$ cat config.mk
export PLATFORM = sky130hd
export DESIGN_NAME = rep_umul_seq
export DESIGN_NICKNAME = d
export VERILOG_FILES = /design/src/rtl/rep_umul_seq.sv
export SDC_FILE = /design/constraint.sdc
export NUM_CORES = 1
export LEC_CHECK = 0
export CORE_MARGIN = 4
export CORE_UTILIZATION = 50
export DETAILED_ROUTE_END_ITERATION = 10
export GPL_ROUTABILITY_DRIVEN = 0
export GPL_TIMING_DRIVEN = 0
export PLACE_DENSITY = 0.84
export SLEW_MARGIN = 40
export SYNTH_ARGS = -nofsm -noshare
export SYNTH_HDL_FRONTEND = slang
export SYNTH_SLANG_ARGS = --single-unit
$ cat constraint.sdc
create_clock -name iClk -period 3.45 [get_ports iClk]
set_input_delay 0.345 -clock iClk [delete_from_list [all_inputs] [get_ports iClk]]
set_output_delay 0.345 -clock iClk [all_outputs]
set_load 0.01 [all_outputs]
$ cat src/rtl/rep_umul_seq.sv
// rep_umul_seq: sequencer for a single rep_uMUL unary multiplier.
//
// Takes a binary operand pair (A, B) over a valid/ready handshake. It loads B
// into the multiplier and clears the multiplier's Sobol generator. It then
// streams A as a thermometer code: the first A RUN cycles are 1 and the rest
// are 0. Each RUN cycle adds the multiplier's output bit to a count, and the
// final count is returned over a second valid/ready handshake.
//
// Ports
//   iClk, iRstN         clock, asynchronous active-low reset
//   iValid/oReady, iA/iB request handshake and operands
//   oValid/iReady/oProd result handshake and product count (0..2^BITWIDTH)
//   oBusy               high in LOAD/RUN/DONE
//   oMulA/oMulB         multiplier data inputs
//   oMulLoadB/oMulClr   multiplier B-capture and Sobol clear
//   iMulMult            multiplier output, combinational from oMulA
//
// state | meaning
// ------+------------------------------------------------------------
// IDLE  | ready for a request; operands latched on acceptance
// LOAD  | one cycle: multiplier captures B and clears its Sobol state
// RUN   | stream A as thermometer bits, count multiplier ones
// DONE  | result held on oProd/oValid until the consumer takes it
module rep_umul_seq #(
   parameter int BITWIDTH   = 8,
   parameter bit EARLY_TERM = 1'b0
) (
   input  logic                iClk,
   input  logic                iRstN,
   input  logic                iValid,
   output logic                oReady,
   input  logic [BITWIDTH-1:0] iA,
   input  logic [BITWIDTH-1:0] iB,
   output logic                oValid,
   input  logic                iReady,
   output logic [BITWIDTH:0]   oProd,
   output logic                oBusy,
   output logic                oMulA,
   output logic [BITWIDTH-1:0] oMulB,
   output logic                oMulLoadB,
   output logic                oMulClr,
   input  logic                iMulMult
);

   localparam int CW = BITWIDTH + 1;
   localparam logic [CW-1:0] LAST_FULL = {1'b0, {BITWIDTH{1'b1}}};

   typedef enum logic [1:0] {
      IDLE = 2'd0,
      LOAD = 2'd1,
      RUN  = 2'd2,
      DONE = 2'd3
   } state_t;

   state_t              r_state;
   logic [CW-1:0]       r_cnt;
   logic [CW-1:0]       r_acc;
   logic [BITWIDTH-1:0] r_a;
   logic [BITWIDTH-1:0] r_b;
   logic [CW-1:0]       r_prod;
   logic                r_valid;
   logic                r_loadb;
   logic                r_clr;
   logic [BITWIDTH-1:0] r_mulb;

   logic                w_mul_a;
   logic [CW-1:0]       w_a_ext;
   logic [CW-1:0]       w_acc_next;
   logic                w_last_early;
   logic                w_last;

   assign w_a_ext  = {1'b0, r_a};
   assign w_mul_a  = (r_state == RUN) && (r_cnt < w_a_ext);
   // Only bits streamed while oMulA is high can count.
   assign w_acc_next = r_acc + {{BITWIDTH{1'b0}}, (iMulMult & w_mul_a)};

   // When A is zero, A-1 wraps to all ones and never matches, so that case
   // is covered explicitly. It ends RUN after a single cycle.
   assign w_last_early = (r_a == '0) || (r_cnt == (w_a_ext - CW'(1)));
   assign w_last       = EARLY_TERM ? w_last_early : (r_cnt == LAST_FULL);

   always_ff @(posedge iClk or negedge iRstN) begin
      if (!iRstN) begin
         r_state <= IDLE;
         r_cnt   <= '0;
         r_acc   <= '0;
         r_a     <= '0;
         r_b     <= '0;
         r_prod  <= '0;
         r_valid <= 1'b0;
         r_loadb <= 1'b0;
         r_clr   <= 1'b0;
         r_mulb  <= '0;
      end else begin
         case (r_state)
            IDLE: begin
               if (iValid) begin
                  r_a     <= iA;
                  r_b     <= iB;
                  r_mulb  <= iB;
                  r_loadb <= 1'b1;
                  r_clr   <= 1'b1;
                  r_acc   <= '0;
                  r_cnt   <= '0;
                  r_state <= LOAD;
               end
            end
            LOAD: begin
               r_loadb <= 1'b0;
               r_clr   <= 1'b0;
               r_mulb  <= r_b;
               r_state <= RUN;
            end
            RUN: begin
               r_acc <= w_acc_next;
               r_cnt <= r_cnt + CW'(1);
               if (w_last) begin
                  r_prod  <= w_acc_next;
                  r_valid <= 1'b1;
                  r_state <= DONE;
               end
            end
            DONE: begin
               if (iReady) begin
                  r_valid <= 1'b0;
                  r_state <= IDLE;
               end
            end
            default: r_state <= IDLE;
         endcase
      end
   end

   assign oReady    = (r_state == IDLE);
   assign oBusy     = (r_state != IDLE);
   assign oMulA     = w_mul_a;
   assign oMulB     = r_mulb;
   assign oMulLoadB = r_loadb;
   assign oMulClr   = r_clr;
   assign oValid    = r_valid;
   assign oProd     = r_prod;

endmodule

==> impl_metrics.py, run 1 <==
metrics = {
    "timing": {
        "finalMaxSlewViolations": 0,
        "setup_violations": 0,
        "period_minus_slack_ps": 2780,
        "slew_margin_rel_pct": 70.3,
        "timing_hold_violations_final": 0,
        "skew_ps": 13.5,
        "grt_setup_unrepaired": "false",
        "max_clock_freq_mhz": 359,
        "timing.hold.ws_ps": 428,
        "setup_total_negative_slack_ps": 0,
        "finalCritPeriodShare_pct": 80.7,
        "worst-slew-pin-transition_ps": 446,
    },
    "critical_path": {
        "timing.critical_path.required_ps": 3680,
        "cp-end-kind": "flop",
        "cpMostUsedCell": "sky130_fd_sc_hd__ha_1",
        "worstPathCellList": "ha_1 > a21o_1 > a31oi_1 > o21ai_0 > a21oi_1 > ha_1 > ha_1 > and3_2 > nand3_1 > or3_1 > o21ai_1",
        "crit-reg2reg-launch": "r_cnt[2]",
        "max_stage_delay_ps": 450,
        "timing.critical_path.arrival_ps": 3020,
        "cpMaxStageDelayCell": "sky130_fd_sc_hd__dfrtp_1",
        "timing.critical_path.from_type": "flop",
        "worstPathMaxFanout": 6,
        "r2r_slack_ps": 670,
        "reg2regPathDepth": 11,
        "crit_type": "reg -> reg",
        "r2r-end": "r_acc[8]",
    },
    "pwr": {
        "p_int_mw": 0.836,
        "combinationalPowerShare_pct": 4.7,
        "power.ir.vdd_worst_uv": 271,
        "power.density_nw_per_um2": 307,
        "cellLeakagePower_nw": 1.62,
        "p_seq_share_pct": 60.3,
        "net_switching_component_of_the_power_mw": 0.233,
        "p_sw_share_pct": 21.8,
        "pwr-share-clk_pct": 35.0,
    },
    "placement": {
        "hpwl_mm": 4.27,
        "io_buffers": 43,
    },
    "finish": {
        "final_layout_size_suffix_gt1_share_pct": 16.5,
        "layout-area-overhead-vs-synth_pct": 22.7,
        "nets": 351,
        "antenna-diode-count": 0,
    },
    "clock_network": {
        "clkTransAtPathRegs_ps": 100,
        "cts_repair_resize_count": 0,
        "cts_hold_fix_bufs": 1,
        "cts.sink_count": 55,
        "cts-root-buf": "sky130_fd_sc_hd__clkbuf_8",
        "htree_levels": 2,
        "tritoncts_clock_tree": "built",
        "insertion_delay_ps": 310,
        "clock_path_buffers": 2,
        "postCtsSetupBuffers": 0,
        "cts-buffers-inserted": 5,
    },
    "floorplanning": {
        "placeableCoreArea_um2": 5510,
        "fp-row-count": 27,
        "start_util_pct": 51.5,
        "die-height_um": 83.3,
        "die-width_um": 83.3,
        "die_area_um2": 6940,
        "ios": 44,
    },
    "drt": {
        "route.antenna.remaining_nets": 0,
        "detail_route.iter0.violations": 94,
        "drt-vias-per-instance": 5.44,
        "routed_wl_mm": 5.72,
        "route.detailed.drc": 0,
        "drt_pass1_iterations": 4,
        "routed-via-count": 2109,
        "route.detailed.wl_per_inst_um": 14.8,
    },
    "global_route": {
        "globalRoute.totalOverflow": 0,
        "global_route.usage.total_pct": 17.4,
        "vias_in_the_first_global_route": 2155,
        "global_route_wire_length_before_repair_mm": 10.0,
        "pin_count_of_the_biggest_net_entering_global_routing": 41,
        "initial_antenna_violation_count": 0,
    },
    "logic_synthesis": {
        "post_synth_inst_count": 263,
        "synth_cell_types": 36,
        "synth_top_family_by_area": "compound AO/OA/AOI/OAI gates",
        "yosysMostFrequentCell": "sky130_fd_sc_hd__dfrtp_1",
        "netlist_area_um2": 2840,
        "syn_avg_cell_area_um2": 10.8,
        "post-synth-top-area-cell": "sky130_fd_sc_hd__dfrtp_1",
        "async_reset_ff_share_pct": 100,
        "synth_top_cells_by_count": "55 x sky130_fd_sc_hd__dfrtp_1, 28 x sky130_fd_sc_hd__mux2_2, 20 x sky130_fd_sc_hd__nand2_1",
        "yosys-top-cells-area": "sky130_fd_sc_hd__dfrtp_1 49%, sky130_fd_sc_hd__mux2_2 11%, sky130_fd_sc_hd__ha_1 6.6%",
        "post_synth_fa_ha_maj_area_fraction_pct": 6.61,
        "synth.mux.area_fraction_pct": 12.5,
        "share_of_the_synthesized_area_in_the_top_cell_type_pct": 48.5,
        "yosys_most_used_dff": "sky130_fd_sc_hd__dfrtp_1",
        "synth-warning-count": 0,
        "yosys.area_share.xor_xnor_pct": 4.01,
        "area_fraction_in_compound_gates_after_synthesis_pct": 12.6,
        "ys_seq_area_share_pct": 48.5,
        "synth_seq_cells": 55,
        "synthSimpleGateAreaFrac_pct": 11.1,
        "syn_nets": 299,
        "synth-edff-count": 0,
    },
    "worst_hold_path": {
        "hold_path_class": "in -> async",
    },
    "run": {
        "cap_violations": 0,
    },
    "outcome": {
        "run_status": "finished clean",
    },
}
[stage by stage]
stage | setup slack [ps] | std cells | instance area [um2] | power (mW) | util [%]
2_1_floorplan | 1030 | 263 | 2840 | 0.665 | -
3_3_place_gp | 368 | 378 | 3360 | 0.704 | 61.0
3_5_place_dp | 690 | 379 | 3380 | 0.707 | 61.3
4_1_cts | 657 | 388 | 3480 | 1.08 | 63.2
5_1_grt | 465 | 388 | 3480 | 1.11 | 63.2
6_report | 666 | 388 | 3480 | 1.07 | 63.2
[how the worst max path moves through the flow]
| stage | from | endpoint | cells after the start |
|---|---|---|---|
| finish | r_cnt[2] | r_acc[8] | 11 |
| global route | r_cnt[2] | r_acc[8] | 11 |
| CTS | r_cnt[2] | r_acc[8] | 11 |
| detailed placement | r_cnt[2] | r_acc[8] | 11 |
| global placement | iRstN | r_a[6] | 1 |
| floorplan | r_cnt[2] | r_acc[8] | 11 |
[sequential cells by signal, indices dropped and copies added, names as in the netlist]
register and cells:
oMulB 8, oMulClr 1, oProd 9, oValid 1
r_a 8, r_acc 9, r_b 8, r_cnt 9
r_state 2
[worst max-delay path, delay by kind of cell, from the launching register on]
| kind | cells | cell delay [ps] |
|---|---|---|
| AO/OA/AOI/OAI | 5 | 760 |
| adder cells (fa/ha/maj) | 3 | 770 |
| AND/OR/NAND/NOR | 3 | 720 |
| flip-flops | 1 | 450 |
[layer usage]
metal	share of wire (%)	global-route usage, %	wire length [um]
met3	4.5	3.97	255
met5	0	0	0
met1	45	22.4	2550
met2	50	29.3	2850
met4	1.2	5.05	69
[kinds of logic after synthesis]
group / count (synthesis)
adders and majority gates: 15
AOI/OAI and AO/OA: 61
and+or+nand+nor: 59
buffers and inverters: 28
DFF: 55
muxes: 32
xor gates and xnor gates: 13
[area by class of cell]
cell class / count / area, um2
Sequential cell: 55 / 1380
Fill cell: 451 / 2030
Tap cell: 72 / 90.1
Inverter: 16 / 60.1
Clock inverter: 1 / 8.76
Multi-Input combinational cell: 180 / 1330
Timing Repair Buffer: 45 / 458
Buffer: 12 / 71.3
Clock buffer: 7 / 86.3
[cell usage in the layout (no fill, tap or decap), types with 2 or more instances in the layout]
| cell | synthesis | final |
|---|---|---|
| sky130_fd_sc_hd__o21ai_1 | 2 | 2 |
| sky130_fd_sc_hd__mux2i_1 | 4 | 4 |
| sky130_fd_sc_hd__buf_6 | 2 | 2 |
| sky130_fd_sc_hd__o21ai_0 | 15 | 15 |
| sky130_fd_sc_hd__ha_1 | 15 | 15 |
| sky130_fd_sc_hd__clkbuf_8 | 0 | 6 |
| sky130_fd_sc_hd__xnor2_1 | 5 | 5 |
| sky130_fd_sc_hd__or3_1 | 3 | 3 |
| sky130_fd_sc_hd__nand3_1 | 6 | 6 |
| sky130_fd_sc_hd__a21oi_1 | 17 | 17 |
| sky130_fd_sc_hd__inv_1 | 15 | 15 |
| sky130_fd_sc_hd__buf_4 | 1 | 2 |
| sky130_fd_sc_hd__nand2_1 | 20 | 20 |
| sky130_fd_sc_hd__and3_1 | 2 | 2 |
| sky130_fd_sc_hd__xor2_1 | 8 | 8 |
| sky130_fd_sc_hd__o22ai_1 | 17 | 17 |
| sky130_fd_sc_hd__nand2b_1 | 3 | 3 |
| sky130_fd_sc_hd__nand4_1 | 3 | 3 |
| sky130_fd_sc_hd__dfrtp_1 | 55 | 55 |
| sky130_fd_sc_hd__o21a_1 | 2 | 2 |
| sky130_fd_sc_hd__and2_1 | 3 | 3 |
| sky130_fd_sc_hd__nor2_1 | 10 | 10 |
| sky130_fd_sc_hd__clkbuf_1 | 3 | 4 |
| sky130_fd_sc_hd__a21o_1 | 3 | 3 |
| sky130_fd_sc_hd__a22o_1 | 3 | 3 |
| sky130_fd_sc_hd__and4_1 | 3 | 3 |
| sky130_fd_sc_hd__clkdlybuf4s50_1 | 0 | 42 |
| sky130_fd_sc_hd__buf_2 | 6 | 6 |
| sky130_fd_sc_hd__mux2_2 | 28 | 28 |
[power groups by stage]
stage	registers (mW)	clock network [mW]	logic, mW
after CTS	0.644	0.381	0.0517
after floorplan	0.657	0	0.00822
after detailed placement	0.657	0	0.0507
final	0.644	0.374	0.0504
after global placement	0.657	0	0.0469
after global routing	0.644	0.405	0.0561
(Power assumes the default switching activity.)
==> inputs of run 2 (changes only) <==
clock period = 2.9 ns   (was 3.45 ns; I/O delays follow)
==> impl_metrics.py, run 2 (same netlist as run 1, synthesis figures left out) <==
metrics = {
    "outcome": {
        "run_status": "finished clean",
    },
    "critical_path": {
        "cp-end-kind": "flop",
        "cp_top_family": "adder cells",
        "critPathBufInv": 0,
        "timing.critical_path.required_ps": 3130,
        "worstPathCellList": "ha_1 > a21o_1 > a31oi_1 > o21ai_1 > a21oi_1 > ha_1 > ha_2 > and3_2 > nand3_1 > or3_1 > o21ai_1",
        "timing.critical_path.from_type": "flop",
        "max_stage_delay_ps": 460,
        "cpMaxStageDelayCell": "sky130_fd_sc_hd__dfrtp_2",
        "crit_type": "reg -> reg",
        "worstPathMaxFanout": 6,
        "timing.critical_path.arrival_ps": 2930,
    },
    "clock_network": {
        "cts-root-buf": "sky130_fd_sc_hd__clkbuf_8",
        "htree_levels": 2,
        "clkTransAtPathRegs_ps": 100,
        "postCtsSetupBuffers": 0,
        "cts-buffers-inserted": 5,
        "clock_path_buffers": 2,
        "insertion_delay_ps": 310,
        "tritoncts_clock_tree": "built",
        "cts.sink_count": 55,
    },
    "drt": {
        "drt_pass1_iterations": 4,
        "routed-via-count": 2111,
        "routed_wl_mm": 5.71,
        "detail_route.iter0.violations": 92,
        "route.detailed.wl_per_inst_um": 14.7,
        "route.detailed.drc": 0,
        "drt-vias-per-instance": 5.44,
        "route.antenna.remaining_nets": 0,
    },
    "floorplanning": {
        "die-height_um": 83.3,
        "placeableCoreArea_um2": 5510,
        "die_area_um2": 6940,
        "die-width_um": 83.3,
        "ios": 44,
        "fp-row-count": 27,
        "start_util_pct": 51.5,
    },
    "timing": {
        "finalCritPeriodShare_pct": 92.9,
        "max_clock_freq_mhz": 371,
        "slew_margin_rel_pct": 70.8,
        "skew_ps": 12.6,
        "setup_total_negative_slack_ps": 0,
        "post-route-worst-setup-slack_ps": 205,
        "timing_hold_violations_final": 0,
        "setup_violations": 0,
        "finalMaxSlewViolations": 0,
        "period_minus_slack_ps": 2700,
        "grt_setup_unrepaired": "false",
        "worst-slew-pin-transition_ps": 438,
    },
    "finish": {
        "layout.cells.most_common": "sky130_fd_sc_hd__dfrtp_1",
        "layout_common_cells": "54 x sky130_fd_sc_hd__dfrtp_1, 42 x sky130_fd_sc_hd__clkdlybuf4s50_1, 28 x sky130_fd_sc_hd__mux2_2",
        "num-fill-cells": 453,
        "layout-area-overhead-vs-synth_pct": 22.8,
        "nets": 351,
        "antenna-diode-count": 0,
        "final_layout_size_suffix_gt1_share_pct": 17.1,
    },
    "placement": {
        "io_buffers": 43,
        "hpwl_mm": 4.27,
        "placement.setup.worst_slack_ps": 140,
    },
    "global_route": {
        "pin_count_of_the_biggest_net_entering_global_routing": 41,
        "global_route_wire_length_before_repair_mm": 10.0,
        "initial_antenna_violation_count": 0,
        "global_route.usage.total_pct": 17.4,
        "vias_in_the_first_global_route": 2155,
        "globalRoute.totalOverflow": 0,
    },
    "pwr": {
        "p_int_mw": 0.995,
        "cellLeakagePower_nw": 1.61,
        "power.density_nw_per_um2": 365,
        "power.ir.vdd_worst_uv": 322,
        "net_switching_component_of_the_power_mw": 0.278,
        "combinationalPowerShare_pct": 4.7,
        "pwr-share-clk_pct": 35.1,
        "p_seq_share_pct": 60.2,
        "p_sw_share_pct": 21.8,
    },
    "worst_hold_path": {
        "hold_path_class": "in -> async",
    },
    "run": {
        "cap_violations": 0,
    },
}
==> run 2: path summary, 6_finish.rpt <==
check | start | end | slack [ps] | cells after the start
max | r_cnt[2] | r_acc[8] | 200 | 11
max in group asynchronous | iRstN | r_cnt[2] | 2040 | 3
max reg2reg | r_cnt[2] | r_acc[8] | 200 | 11
min | iRstN | oProd[4] | 370 | 2
min reg2reg | oProd[8] | oProd[8] | 490 | 2
min in group iClk | oProd[8] | oProd[8] | 490 | 2
==> run 2: worst register-to-register path, cell delays in order (launching register included) <==
cell	delay (ps)
sky130_fd_sc_hd__dfrtp_2	460
sky130_fd_sc_hd__ha_1	320
sky130_fd_sc_hd__a21o_1	180
sky130_fd_sc_hd__a31oi_1	130
sky130_fd_sc_hd__o21ai_1	120
sky130_fd_sc_hd__a21oi_1	190
sky130_fd_sc_hd__ha_1	210
sky130_fd_sc_hd__ha_2	230
sky130_fd_sc_hd__and3_2	230
sky130_fd_sc_hd__nand3_1	140
sky130_fd_sc_hd__or3_1	330
sky130_fd_sc_hd__o21ai_1	80
==> run 2: power by group through the flow <==
stage          clock network, mW  logic (mW)  registers (mW)
2_1_floorplan                  0     0.00978           0.782
3_3_place_gp                   0      0.0558           0.782
3_5_place_dp                   0      0.0603           0.781
4_1_cts                    0.453      0.0615           0.766
5_1_grt                    0.482      0.0667           0.766
6_report                   0.446      0.0601           0.766
==> run 2: repair_timing <==
| item | 4_1_cts | 5_1_grt |
|---|---|---|
| hold buffers | 1 | 0 |
| resized for setup | 0 | 3 |
| endpoints found under the hold margin | 15 | 0 |
| setup endpoints to repair | 0 | 2 |
==> run 2: metrics by stage <==
| stage | instances | util (%) | total power [mW] | hold WS (ps) | area (um2) |
|---|---|---|---|---|---|
| after global placement | 378 | 61.0 | 0.837 | 461 | 3360 |
| after detailed placement | 379 | 61.3 | 0.842 | 167 | 3380 |
| final | 388 | 63.3 | 1.27 | 371 | 3480 |
| after CTS | 388 | 63.2 | 1.28 | 376 | 3480 |
| after global routing | 388 | 63.3 | 1.32 | 388 | 3480 |
| after floorplan | 263 | - | 0.791 | -5.59 | 2840 |
==> run 2: routing by layer <==
layer,GRT usage [%],vias to the layer above,share of wire (%)
li1,-,1033,-
met2,29.3,56,50
met5,0,-,0
met1,22.4,1015,45
met4,5.05,0,1.2
met3,3.97,7,4.3
==> run 2: area by class of cell <==
type / instances / area, um2 / area share (%)
flip-flops and latches: 55 / 1380 / 39.5
multi-input cells: 180 / 1330 / 38.2
repair buffers: 45 / 458 / 13.1
well taps: 72 / 90.1 / 2.59
clock buffers: 7 / 86.3 / 2.48
plain buffers: 12 / 71.3 / 2.05
inverters: 16 / 60.1 / 1.72
clock inverters: 1 / 8.76 / 0.251
